===== config.mk =====
export PLATFORM = sky130hd
export DESIGN_NAME = tdc_phase_decoder
export DESIGN_NICKNAME = d
export VERILOG_FILES = /design/src/rtl/tdc_pkg.sv /design/src/rtl/tdc_therm_decode.sv /design/src/rtl/tdc_phase_decoder.sv
export SDC_FILE = /design/constraint.sdc
export NUM_CORES = 1
export LEC_CHECK = 0
export BUFFER_PORTS_ARGS = -buffer_cell sky130_fd_sc_hd__buf_2
export CORE_MARGIN = 3
export CORE_UTILIZATION = 40
export DETAILED_ROUTE_END_ITERATION = 8
export PLACE_DENSITY = 0.67
export SLEW_MARGIN = 0
export SYNTH_ARGS = -nofsm -noshare
export SYNTH_HDL_FRONTEND = slang
export SYNTH_HIERARCHICAL = 1
export SYNTH_SLANG_ARGS = --single-unit

===== constraint.sdc =====
create_clock -name clk -period 4.75 [get_ports clk]
set_clock_uncertainty 0.05 [all_clocks]
set_input_delay 0.2375 -clock clk [delete_from_list [all_inputs] [get_ports clk]]
set_output_delay 0.2375 -clock clk [all_outputs]
set_load 0.1 [all_outputs]

===== src/rtl/tdc_pkg.sv =====
// Shared types and helpers for the TDC ring-oscillator phase decoder.
package tdc_pkg;

    localparam int N_TAPS  = 16;
    localparam int PHASE_W = 5;

    typedef logic [PHASE_W-1:0] phase_t;
    typedef logic [N_TAPS-1:0]  taps_t;

    // Modular phase difference a - b; the wrap at 2^PHASE_W is intentional.
    function automatic phase_t wrap_sub(input phase_t a, input phase_t b);
        return a - b;
    endfunction

endpackage


===== src/rtl/tdc_therm_decode.sv =====
// Combinational decode of one sampled tap vector: removes the alternating
// inverter polarity, converts the thermometer state to a phase code by
// popcount and flags patterns with other than 0 or 2 circular transitions.
module tdc_therm_decode #(
    parameter int N_TAPS  = 16,
    parameter int PHASE_W = 5
) (
    input  logic [N_TAPS-1:0]  raw,
    output logic [PHASE_W-1:0] code,
    output logic               err
);

    logic [N_TAPS-1:0]  norm;
    logic [N_TAPS-1:0]  norm_rot;
    logic [PHASE_W-1:0] ones;
    logic [PHASE_W-1:0] trans;

    // Normalize odd taps, then count ones and circular transitions.
    always_comb begin
        norm  = '0;
        ones  = '0;
        trans = '0;
        for (int i = 0; i < N_TAPS; i++) begin
            norm[i] = raw[i] ^ i[0];
        end
        // norm_rot[i] holds norm[(i+1) mod N_TAPS].
        norm_rot = {norm[0], norm[N_TAPS-1:1]};
        for (int i = 0; i < N_TAPS; i++) begin
            ones  = ones + PHASE_W'(norm[i]);
            trans = trans + PHASE_W'(norm[i] ^ norm_rot[i]);
        end
    end

    // A leading 1 means the ones run starts at tap 0; otherwise the
    // zeros run does, and the code sits in the upper half of the cycle.
    assign code = norm[0] ? ones : ({PHASE_W{1'b0}} - ones);
    assign err  = !((trans == '0) || (trans == PHASE_W'(2)));

endmodule


===== src/rtl/tdc_phase_decoder.sv =====
// Three-stage TDC phase decoder: capture raw taps, decode to a fine phase
// code, then publish phase, wrapped delta and bubble-error statistics.
module tdc_phase_decoder #(
    parameter int N_TAPS    = 16,
    parameter int PHASE_W   = 5,
    parameter int ERR_CNT_W = 8
) (
    input  logic                 clk,
    input  logic                 rst,
    input  logic                 en,
    input  logic [N_TAPS-1:0]    inv_out,
    output logic [PHASE_W-1:0]   phase_code,
    output logic                 phase_valid,
    output logic [PHASE_W-1:0]   phase_delta,
    output logic                 delta_valid,
    output logic                 bubble_err,
    output logic [ERR_CNT_W-1:0] err_cnt
);

    import tdc_pkg::*;

    // Stage registers. v0/v1 qualify raw/code1 as holding a real sample.
    logic [N_TAPS-1:0]  raw;
    logic               v0;
    logic [PHASE_W-1:0] code1;
    logic               err1;
    logic               v1;
    logic [PHASE_W-1:0] dec_code;
    logic               dec_err;

    // Last error-free code and whether it may be used as a delta reference.
    logic [PHASE_W-1:0] prev_code;
    logic               have_prev;

    tdc_therm_decode #(
        .N_TAPS  (N_TAPS),
        .PHASE_W (PHASE_W)
    ) u_decode (
        .raw  (raw),
        .code (dec_code),
        .err  (dec_err)
    );

    // S0: capture the asynchronous taps and the enable alongside them.
    always_ff @(posedge clk) begin
        if (rst) begin
            raw <= '0;
            v0  <= 1'b0;
        end else begin
            raw <= inv_out;
            v0  <= en;
        end
    end

    // S1: register the decoded code and its error flag.
    always_ff @(posedge clk) begin
        if (rst) begin
            code1 <= '0;
            err1  <= 1'b0;
            v1    <= 1'b0;
        end else begin
            code1 <= dec_code;
            err1  <= dec_err;
            v1    <= v0;
        end
    end

    // S2: publish outputs; a gap in the sample stream drops the delta reference.
    always_ff @(posedge clk) begin
        if (rst) begin
            phase_code  <= '0;
            phase_valid <= 1'b0;
            phase_delta <= '0;
            delta_valid <= 1'b0;
            bubble_err  <= 1'b0;
            err_cnt     <= '0;
            prev_code   <= '0;
            have_prev   <= 1'b0;
        end else if (v1) begin
            phase_valid <= 1'b1;
            bubble_err  <= err1;
            if (err1) begin
                delta_valid <= 1'b0;
                if (err_cnt != '1) begin
                    err_cnt <= err_cnt + 1'b1;
                end
            end else begin
                phase_code  <= code1;
                delta_valid <= have_prev;
                if (have_prev) begin
                    phase_delta <= wrap_sub(code1, prev_code);
                end
                prev_code <= code1;
                have_prev <= 1'b1;
            end
        end else begin
            phase_valid <= 1'b0;
            delta_valid <= 1'b0;
            bubble_err  <= 1'b0;
            have_prev   <= 1'b0;
        end
    end

endmodule


==> results.yml, run 1 <==
layout:
  area_delta_synth_final_pct: 15.8
  antennaDiodeCount: 0
  fin_area_um2: 2990
  layout.cells.non_filler: 371
  layout-drive-gt1-share_pct: 17.6
  fin_nets: 351
clocking:
  root_buffer: "clkbuf_8"
  cts_resized: 0
  cts.clk_slew.worst_paths_ps: 90
  cts_num_sinks: 46
  cts_max_path_buffers: 2
  clk_latency_ps: 300
  cts_setup_buffers: 0
  htree_levels: 2
  cts_buffers: 5
  cts_tree: "yes"
  cts_hold_buf: 0
timing:
  min_period_ps: 4320
  finalSetupViolCount: 0
  hold_violations: 0
  slew_viol_final: 0
  min_period_over_period_pct: 91.0
  slew_headroom_pct: 47.0
  worstMarginPinSlew_ps: 794
  whs_ps: 89.1
  max_freq_mhz: 231
  grt_setup_unrepaired: "no"
  setup-tns-final_ps: 0
setup_path:
  crit_chain: "xor2_1 > fa_1 > fa_1 > fa_1 > fa_1 > inv_1 > ha_1 > inv_1 > fa_1 > a2111oi_2 > a21oi_1 > or4_1 > nor2b_1"
  path_max_fanout: 3
  worst_setup_path_start_kind: "flip-flop"
  arrival_ps: 4440
  crit_buf_inv: 2
  slowest_delay_ps: 520
  cpMostUsedCell: "fa_1"
  required_ps: 4870
  cp_top_family: "adder cells"
  endpoint_kind: "flip-flop"
  slowest_stage: "fa_1"
  crit_type: "reg -> reg"
yosys:
  synthArstFlopShare_pct: 0
  yosysSeqAreaShare_pct: 35.7
  synth-edff-count: 0
  yosysMostFrequentCell: "dfxtp_1"
  ys_types: 36
  synth_area_leader_cell: "dfxtp_1"
  synth_area_um2: 2580
  synthTopCellsByArea: "dfxtp_1, fa_1, ha_1, nor2b_1, xor2_1"
  avgSynthCellArea_um2: 10.1
  synth_top_area_share_pct: 35.7
  synth_nets: 311
  synth-warning-count: 6
  synth_common_cells: "dfxtp_1, inv_1, nor2b_1"
  synthFlopType: "dfxtp_1"
  synthCells: 255
  synth-seq-cells: 46
placement:
  placed_area_um2: 2840
  dp_cells: 363
  numPortBuffers: 39
  gp_congestion: 0.806
  dp_hpwl_um: 3480
global_route:
  grt_max_degree: 49
  grt_pass1_vias: 1712
  grt_pass1_wl_um: 7720
  grtUsageTotal_pct: 13.3
  antenna_found_initial: 0
  grt_overflow: 0
drt:
  drt-pass1-iter-count: 4
  finalWirelength_um: 4420
  vias: 1738
  drcViolationCount: 0
  ant_nets: 0
  avgViaCountPerCell: 4.68
  post_drt_wl_per_cell_um: 11.9
  drt-initial-drc-count: 45
floorplan:
  initial_utilization_pct: 42.3
  io-pin-count: 40
  row_count: 28
  core_um2: 6100
  fp.dieW_um: 86.3
  die_h_um: 86.3
  fp.dieArea_um2: 7440
pwr:
  peakVddDrop_uv: 201
  powerDensity_nw_per_um2: 486
  p_leak_uw: 0.00140
outcome:
  status: "finished, final reports clean"
job:
  drv_cap: 0
min_path:
  min-delay-path-class: "in -> reg"
==> layout by cell type, fill, tap and decap left out <==
cell / n
dfxtp_1: 46
clkbuf_8: 6
nand3b_1: 2
a21o_1: 3
nand4b_1: 1
nand2_1: 7
buf_2: 39
o21a_1: 1
nand4_4: 1
ha_1: 16
a21boi_0: 1
fa_1: 21
a211oi_1: 3
or3_1: 1
o21ba_2: 1
xor2_1: 18
inv_1: 35
nor2_4: 1
or4_1: 3
nor2_1: 19
nand4_1: 2
a22o_1: 1
mux2i_1: 7
or2b_1: 1
o221ai_1: 1
o21ai_0: 3
a21oi_1: 8
a2111oi_0: 1
nor2b_1: 26
bufinv_16: 2
nor3_1: 4
o31ai_1: 1
a2111oi_2: 1
a31oi_1: 2
nand3_1: 4
and2_4: 1
xnor2_1: 6
==> flip-flops by register name, indices dropped and copies added (netlist names) <==
signal / cells
bubble_err: 1
code1: 5
delta_valid: 1
err1: 1
err_cnt: 8
have_prev: 1
phase_delta: 5
phase_valid: 1
prev_code: 5
raw: 16
v0: 1
v1: 1
==> logic make-up (layout without fill, tap and decap cells) <==
kind of cell             count (synthesis)  count (layout)  share of synthesized area, %
XOR/XNOR                                24              24                          8.16
AND/OR/NAND/NOR                         73              73                          16.1
AO/OA/AOI/OAI                           27              27                          7.23
buffers and inverters                   41              82                          6.02
multiplexers                             7               7                          2.72
adder cells (fa/ha/maj)                 37              37                          24.1
flip-flops                              46              46                          35.7
==> final cells by class <==
class	instances	area, µm²
fill	576	3110
multi-input combinational	168	1500
sequential	46	921
timing repair buffer	39	195
inverter	35	131
tap	75	93.8
clock buffer	6	82.6
clock inverter	2	60.1
==> routing by layer <==
metal	global-route usage [%]	share of wire [%]	vias up
met3	3.71	4.3	7
met5	0	0	-
met4	4.25	1.4	0
met1	17.2	47	803
li1	-	-	899
met2	21.6	48	29
==> metrics by stage <==
stage               setup WS, ps  utilization [%]  total power [µW]
finish                       428             49.0              1450
global route                 162             49.0              1590
CTS                          381             49.0              1480
detailed placement           396             46.6              1110
global placement             496             46.6              1090
floorplan                    617                -               994
==> final timing paths <==
check | startpoint | end | slack (ps) | cells after the start
max | raw[14]$_SDFF_PP0_ | err1$_SDFF_PP0_ | 430 | 13
min | inv_out[15] | raw[15]$_SDFF_PP0_ | 90 | 2
max reg2reg | raw[14]$_SDFF_PP0_ | err1$_SDFF_PP0_ | 430 | 13
min reg2reg | phase_delta[1]$_SDFFE_PP0P_ | phase_delta[1]$_SDFFE_PP0P_ | 400 | 2
==> worst reg2reg max path: stages, from the launching register on <==
cell and delay (ps):
dfxtp_1 440, xor2_1 230, fa_1 470, fa_1 520, fa_1 520, fa_1 470, inv_1 70, ha_1 170
inv_1 60, fa_1 390, a2111oi_2 210, a21oi_1 60, or4_1 380, nor2b_1 130
==> report_power, final <==
part / switching [µW] / leakage, µW / internal [µW] / total [µW]
Clock: 135 / 0.0000714 / 224 / 359
Combinational: 340 / 0.000955 / 301 / 642
Sequential: 29.1 / 0.000378 / 421 / 450
Total: 505 / 0.00140 / 947 / 1450
Power figures use the tool's default switching activity.
==> inputs of run 2 (changes only) <==
- CTS_CLUSTER_DIAMETER: not set -> 120
- REMOVE_ABC_BUFFERS: not set -> 1
==> run 2 against run 1 <==
Net effect: cell count unchanged; global-route usage decreased by 0.52 points; count of clock-buffer cells in the layout unchanged; sequential cell count unchanged; non-clock buffer count unchanged; first-iteration DRC count increased by 29%; critical path depth unchanged; highest routed layer unchanged; register-to-register slack got worse by 50 ps; critical endpoint unchanged.
==> results.yml, run 2 (same netlist as run 1, synthesis figures left out) <==
setup_path:
  endpoint_kind: "flip-flop"
  arrival_ps: 4480
  slowest_delay_ps: 530
  cpMostUsedCell: "fa_1"
  required_ps: 4850
  slowest_stage: "fa_1"
  worst_setup_path_start_kind: "flip-flop"
  crit_type: "reg -> reg"
  crit_buf_inv: 2
  cp_top_family: "adder cells"
  path_max_fanout: 3
  crit_chain: "xor2_1 > fa_1 > fa_1 > fa_1 > fa_1 > inv_1 > ha_1 > inv_1 > fa_1 > a2111oi_2 > a21oi_1 > or4_1 > nor2b_1"
layout:
  final_cell_mix: "dfxtp_1, buf_2, inv_1"
  area_delta_synth_final_pct: 14.6
  layout-drive-gt1-share_pct: 17.2
  reg_top3: "raw x16, err_cnt x8"
  fin_nets: 351
  nFillCells: 580
  largest-register: "raw"
  fin_area_um2: 2950
  largest_reg_flops: 16
  antennaDiodeCount: 0
  final_common_cell: "dfxtp_1"
placement:
  gp_congestion: 0.821
  placed_area_um2: 2840
  numPortBuffers: 39
  dp_hpwl_um: 3410
clocking:
  cts_hold_buf: 0
  cts_buffers: 5
  cts_resized: 0
  cts_max_path_buffers: 2
  cts_setup_buffers: 0
  cts.clk_slew.worst_paths_ps: 80
  htree_levels: 2
  clk_latency_ps: 300
  cts_tree: "yes"
  cts_num_sinks: 46
  root_buffer: "clkbuf_8"
min_path:
  min-delay-path-class: "in -> reg"
global_route:
  antenna_found_initial: 0
  grtUsageTotal_pct: 12.8
  grt_max_degree: 49
  grt_pass1_wl_um: 7580
  grt_pass1_vias: 1730
  grt_overflow: 0
job:
  drv_cap: 0
timing:
  grt_setup_unrepaired: "no"
  hold_violations: 0
  slew_viol_final: 0
  worstMarginPinSlew_ps: 829
  min_period_ps: 4370
  finalSetupViolCount: 0
  max_freq_mhz: 229
  setup-tns-final_ps: 0
  slew_headroom_pct: 44.7
  min_period_over_period_pct: 92.1
pwr:
  p_int_uw: 882
  seqPwrFrac_pct: 32.3
  p_leak_uw: 0.00138
  peakVddDrop_uv: 208
  switching_share_pct: 36.6
  p_sw_uw: 509
  pwr-share-clk_pct: 20.6
  pwr-share-comb_pct: 47.1
  powerDensity_nw_per_um2: 471
floorplan:
  initial_utilization_pct: 42.3
  die_h_um: 86.3
  core_um2: 6100
  io-pin-count: 40
  fp.dieArea_um2: 7440
  row_count: 28
  fp.dieW_um: 86.3
drt:
  drt-pass1-iter-count: 4
  avgViaCountPerCell: 4.73
  post_drt_wl_per_cell_um: 11.8
  drcViolationCount: 0
  finalWirelength_um: 4360
  ant_nets: 0
  vias: 1756
  drt-initial-drc-count: 58
outcome:
  status: "finished, final reports clean"
[run 2: changes by cell type in the layout (fill, tap and decap cells not counted)]
cell,previous run,this run
bufinv_16,2,1
clkbuf_1,0,1
clkbuf_8,6,5
clkinvlp_4,0,1
[run 2: power groups by stage]
stage / logic (µW) / registers [µW] / clock network (µW)
after floorplan: 508 / 481 / 0
after global placement: 624 / 460 / 0
after detailed placement: 655 / 460 / 0
after CTS: 659 / 450 / 299
after global routing: 755 / 456 / 313
final: 655 / 449 / 286
[run 2: path summary, 6_finish.rpt]
kind	from	to	slack, ps	cells past startpoint
worst max-delay path	raw[13]$_SDFF_PP0_	err1$_SDFF_PP0_	380	13
worst min-delay path	inv_out[8]	raw[8]$_SDFF_PP0_	90	2
worst max register to register	raw[13]$_SDFF_PP0_	err1$_SDFF_PP0_	380	13
worst min register to register	v0$_SDFF_PP0_	v1$_SDFF_PP0_	390	1
[run 2: through the flow]
| stage | std cells | setup WS (ps) | utilization, % | hold WS [ps] | total power (µW) |
|---|---|---|---|---|---|
| floorplan | 249 | 631 | - | 257 | 989 |
| global placement | 363 | 435 | 46.6 | 370 | 1080 |
| detailed placement | 363 | 351 | 46.6 | 377 | 1120 |
| CTS | 371 | 315 | 48.4 | 80.3 | 1410 |
| global route | 371 | 115 | 48.4 | 76.6 | 1520 |
| finish | 371 | 375 | 48.4 | 90.9 | 1390 |
[run 2: layer usage]
metal / track usage [%] / part of all wire (%)
met1: 15.6 / 47
met2: 22.1 / 47
met3: 3.04 / 4.4
met4: 4.25 / 1.3
met5: 0 / 0
[run 2: area by class of cell]
class                   count  area (µm²)  share of cell area (%)
flip-flops and latches     46         921                    31.2
inverters                  35         131                    4.45
clock inverters             2        37.5                    1.27
multi-input cells         168        1500                    50.8
repair buffers             39         195                    6.61
well taps                  75        93.8                    3.18
clock buffers               6        72.6                    2.46
==> inputs of run 3 (changes only) <==
- CORE_MARGIN: 3 -> not set
==> run 3 against run 2 <==
Net effect: core utilization fell by 0.11 points; sequential cell count unchanged; cell count did not move; first-iteration DRC count is 29% lower; register-to-register slack improved by 120 ps; clock power is 17% lower; count of clock-buffer cells in the layout did not move; worst hold slack lost 2.1 ps; final area fell by 0.80%; wire length fell by 6.9%; worst setup slack improved by 120 ps; total power is 5.1% lower; critical path type unchanged.
==> results.yml, run 3 (same netlist as run 1, synthesis figures left out) <==
outcome:
  status: "finished, final reports clean"
placement:
  pre_cts_ws_ps: 472
  gp_congestion: 0.801
  dp_hpwl_um: 3240
  placed_area_um2: 2840
  dp_cells: 363
  numPortBuffers: 39
clocking:
  clk_latency_ps: 300
  htree_levels: 2
  cts_tree: "yes"
  root_buffer: "clkbuf_8"
  cts_max_path_buffers: 2
  cts_setup_buffers: 0
  cts_num_sinks: 46
  cts_buffers: 5
  cts_resized: 0
  cts_hold_buf: 0
  cts.clk_slew.worst_paths_ps: 90
setup_path:
  endpoint_kind: "flip-flop"
  r2r_slack_ps: 490
  cp_top_family: "adder cells"
  required_ps: 4860
  crit_buf_inv: 2
  crit_type: "reg -> reg"
  path_max_fanout: 3
  reg2reg_depth: 13
  slowest_delay_ps: 520
  slowest_stage: "fa_1"
  arrival_ps: 4370
  cpMostUsedCell: "fa_1"
  worst-path-stages: 13
  crit_chain: "xor2_1 > fa_1 > fa_1 > fa_1 > fa_1 > inv_1 > ha_1 > inv_1 > fa_1 > a2111oi_2 > a21oi_1 > or4_1 > nor2b_1"
  worst_setup_path_start_kind: "flip-flop"
floorplan:
  initial_utilization_pct: 42.5
  fp.dieArea_um2: 6770
  row_count: 28
  die_h_um: 82.3
  io-pin-count: 40
  fp.dieW_um: 82.3
  core_um2: 6060
drt:
  post_drt_wl_per_cell_um: 11.0
  drt-pass1-iter-count: 4
  vias: 1759
  avgViaCountPerCell: 4.74
  drcViolationCount: 0
  finalWirelength_um: 4060
  ant_nets: 0
  drt-initial-drc-count: 41
timing:
  grt_setup_unrepaired: "no"
  min_period_over_period_pct: 89.6
  slew_headroom_pct: 46.9
  worstMarginPinSlew_ps: 796
  min_period_ps: 4260
  slew_viol_final: 0
  setup-tns-final_ps: 0
  hold_violations: 0
  worst_slack_ps: 494
  finalSetupViolCount: 0
  max_freq_mhz: 235
min_path:
  hold_depth: 2
  min-delay-path-class: "in -> reg"
pwr:
  p_sw_uw: 495
  peakVddDrop_uv: 221
  pwr-share-clk_pct: 18.0
  p_leak_uw: 0.00138
  powerDensity_nw_per_um2: 451
  switching_share_pct: 37.5
  pwr-share-comb_pct: 48.0
  p_int_uw: 825
  seqPwrFrac_pct: 34.1
global_route:
  grtUsageTotal_pct: 13.5
  met3_usage_pct: 3.63
  top_usage_layer: "met2"
  grt_pass1_vias: 1595
  grt_max_degree: 49
  grt_overflow: 0
  antenna_found_initial: 0
  met2_usage_pct: 22.7
  grt_pass1_wl_um: 6890
  grtUsageMet1_pct: 16.5
layout:
  final_cell_mix: "dfxtp_1, buf_2, inv_1"
  fin_nets: 351
  layout-drive-gt1-share_pct: 17.2
  largest_reg_flops: 16
  largest-register: "raw"
  reg_top3: "raw x16, err_cnt x8"
  layout.cells.non_filler: 371
  final_common_cell: "dfxtp_1"
  area_delta_synth_final_pct: 13.6
  nFillCells: 598
  antennaDiodeCount: 0
  fin_area_um2: 2930
job:
  drv_cap: 0
run 3: worst paths after layout:
check	startpoint	end
worst max register to register	raw[13]$_SDFF_PP0_	err1$_SDFF_PP0_
worst min-delay path	inv_out[6]	raw[6]$_SDFF_PP0_
worst max-delay path	raw[13]$_SDFF_PP0_	err1$_SDFF_PP0_
worst min register to register	v0$_SDFF_PP0_	v1$_SDFF_PP0_
run 3: power by group through the flow:
stage | clock network (µW) | registers (µW) | logic [µW]
floorplan | 0 | 481 | 508
global placement | 0 | 459 | 631
detailed placement | 0 | 460 | 644
CTS | 246 | 451 | 646
global route | 261 | 456 | 739
finish | 237 | 450 | 633
run 3: routing by layer:
layer  routed length (µm)  share of wire, %  vias to the layer above
li1                     -                 -                      898
met1                 1920                47                      806
met2                 1880                46                       48
met3                  204               5.0                        7
met4                   58               1.4                        0
met5                    0                 0                        -
run 3: layout make-up:
class / instances / area [µm²] / area share (%)
Clock buffer: 6 / 72.6 / 2.48
Clock inverter: 2 / 13.8 / 0.470
Inverter: 35 / 131 / 4.49
Multi-Input combinational cell: 168 / 1500 / 51.3
Sequential cell: 46 / 921 / 31.4
Tap cell: 75 / 93.8 / 3.20
Timing Repair Buffer: 39 / 195 / 6.66
run 3: per-stage QoR:
stage | hold slack [ps] | util (%) | power (µW)
after global placement | 375 | 46.9 | 1090
after floorplan | 257 | - | 989
after global routing | 81.6 | 48.3 | 1460
after detailed placement | 383 | 46.9 | 1100
after CTS | 81.6 | 48.3 | 1340
final | 88.8 | 48.3 | 1320
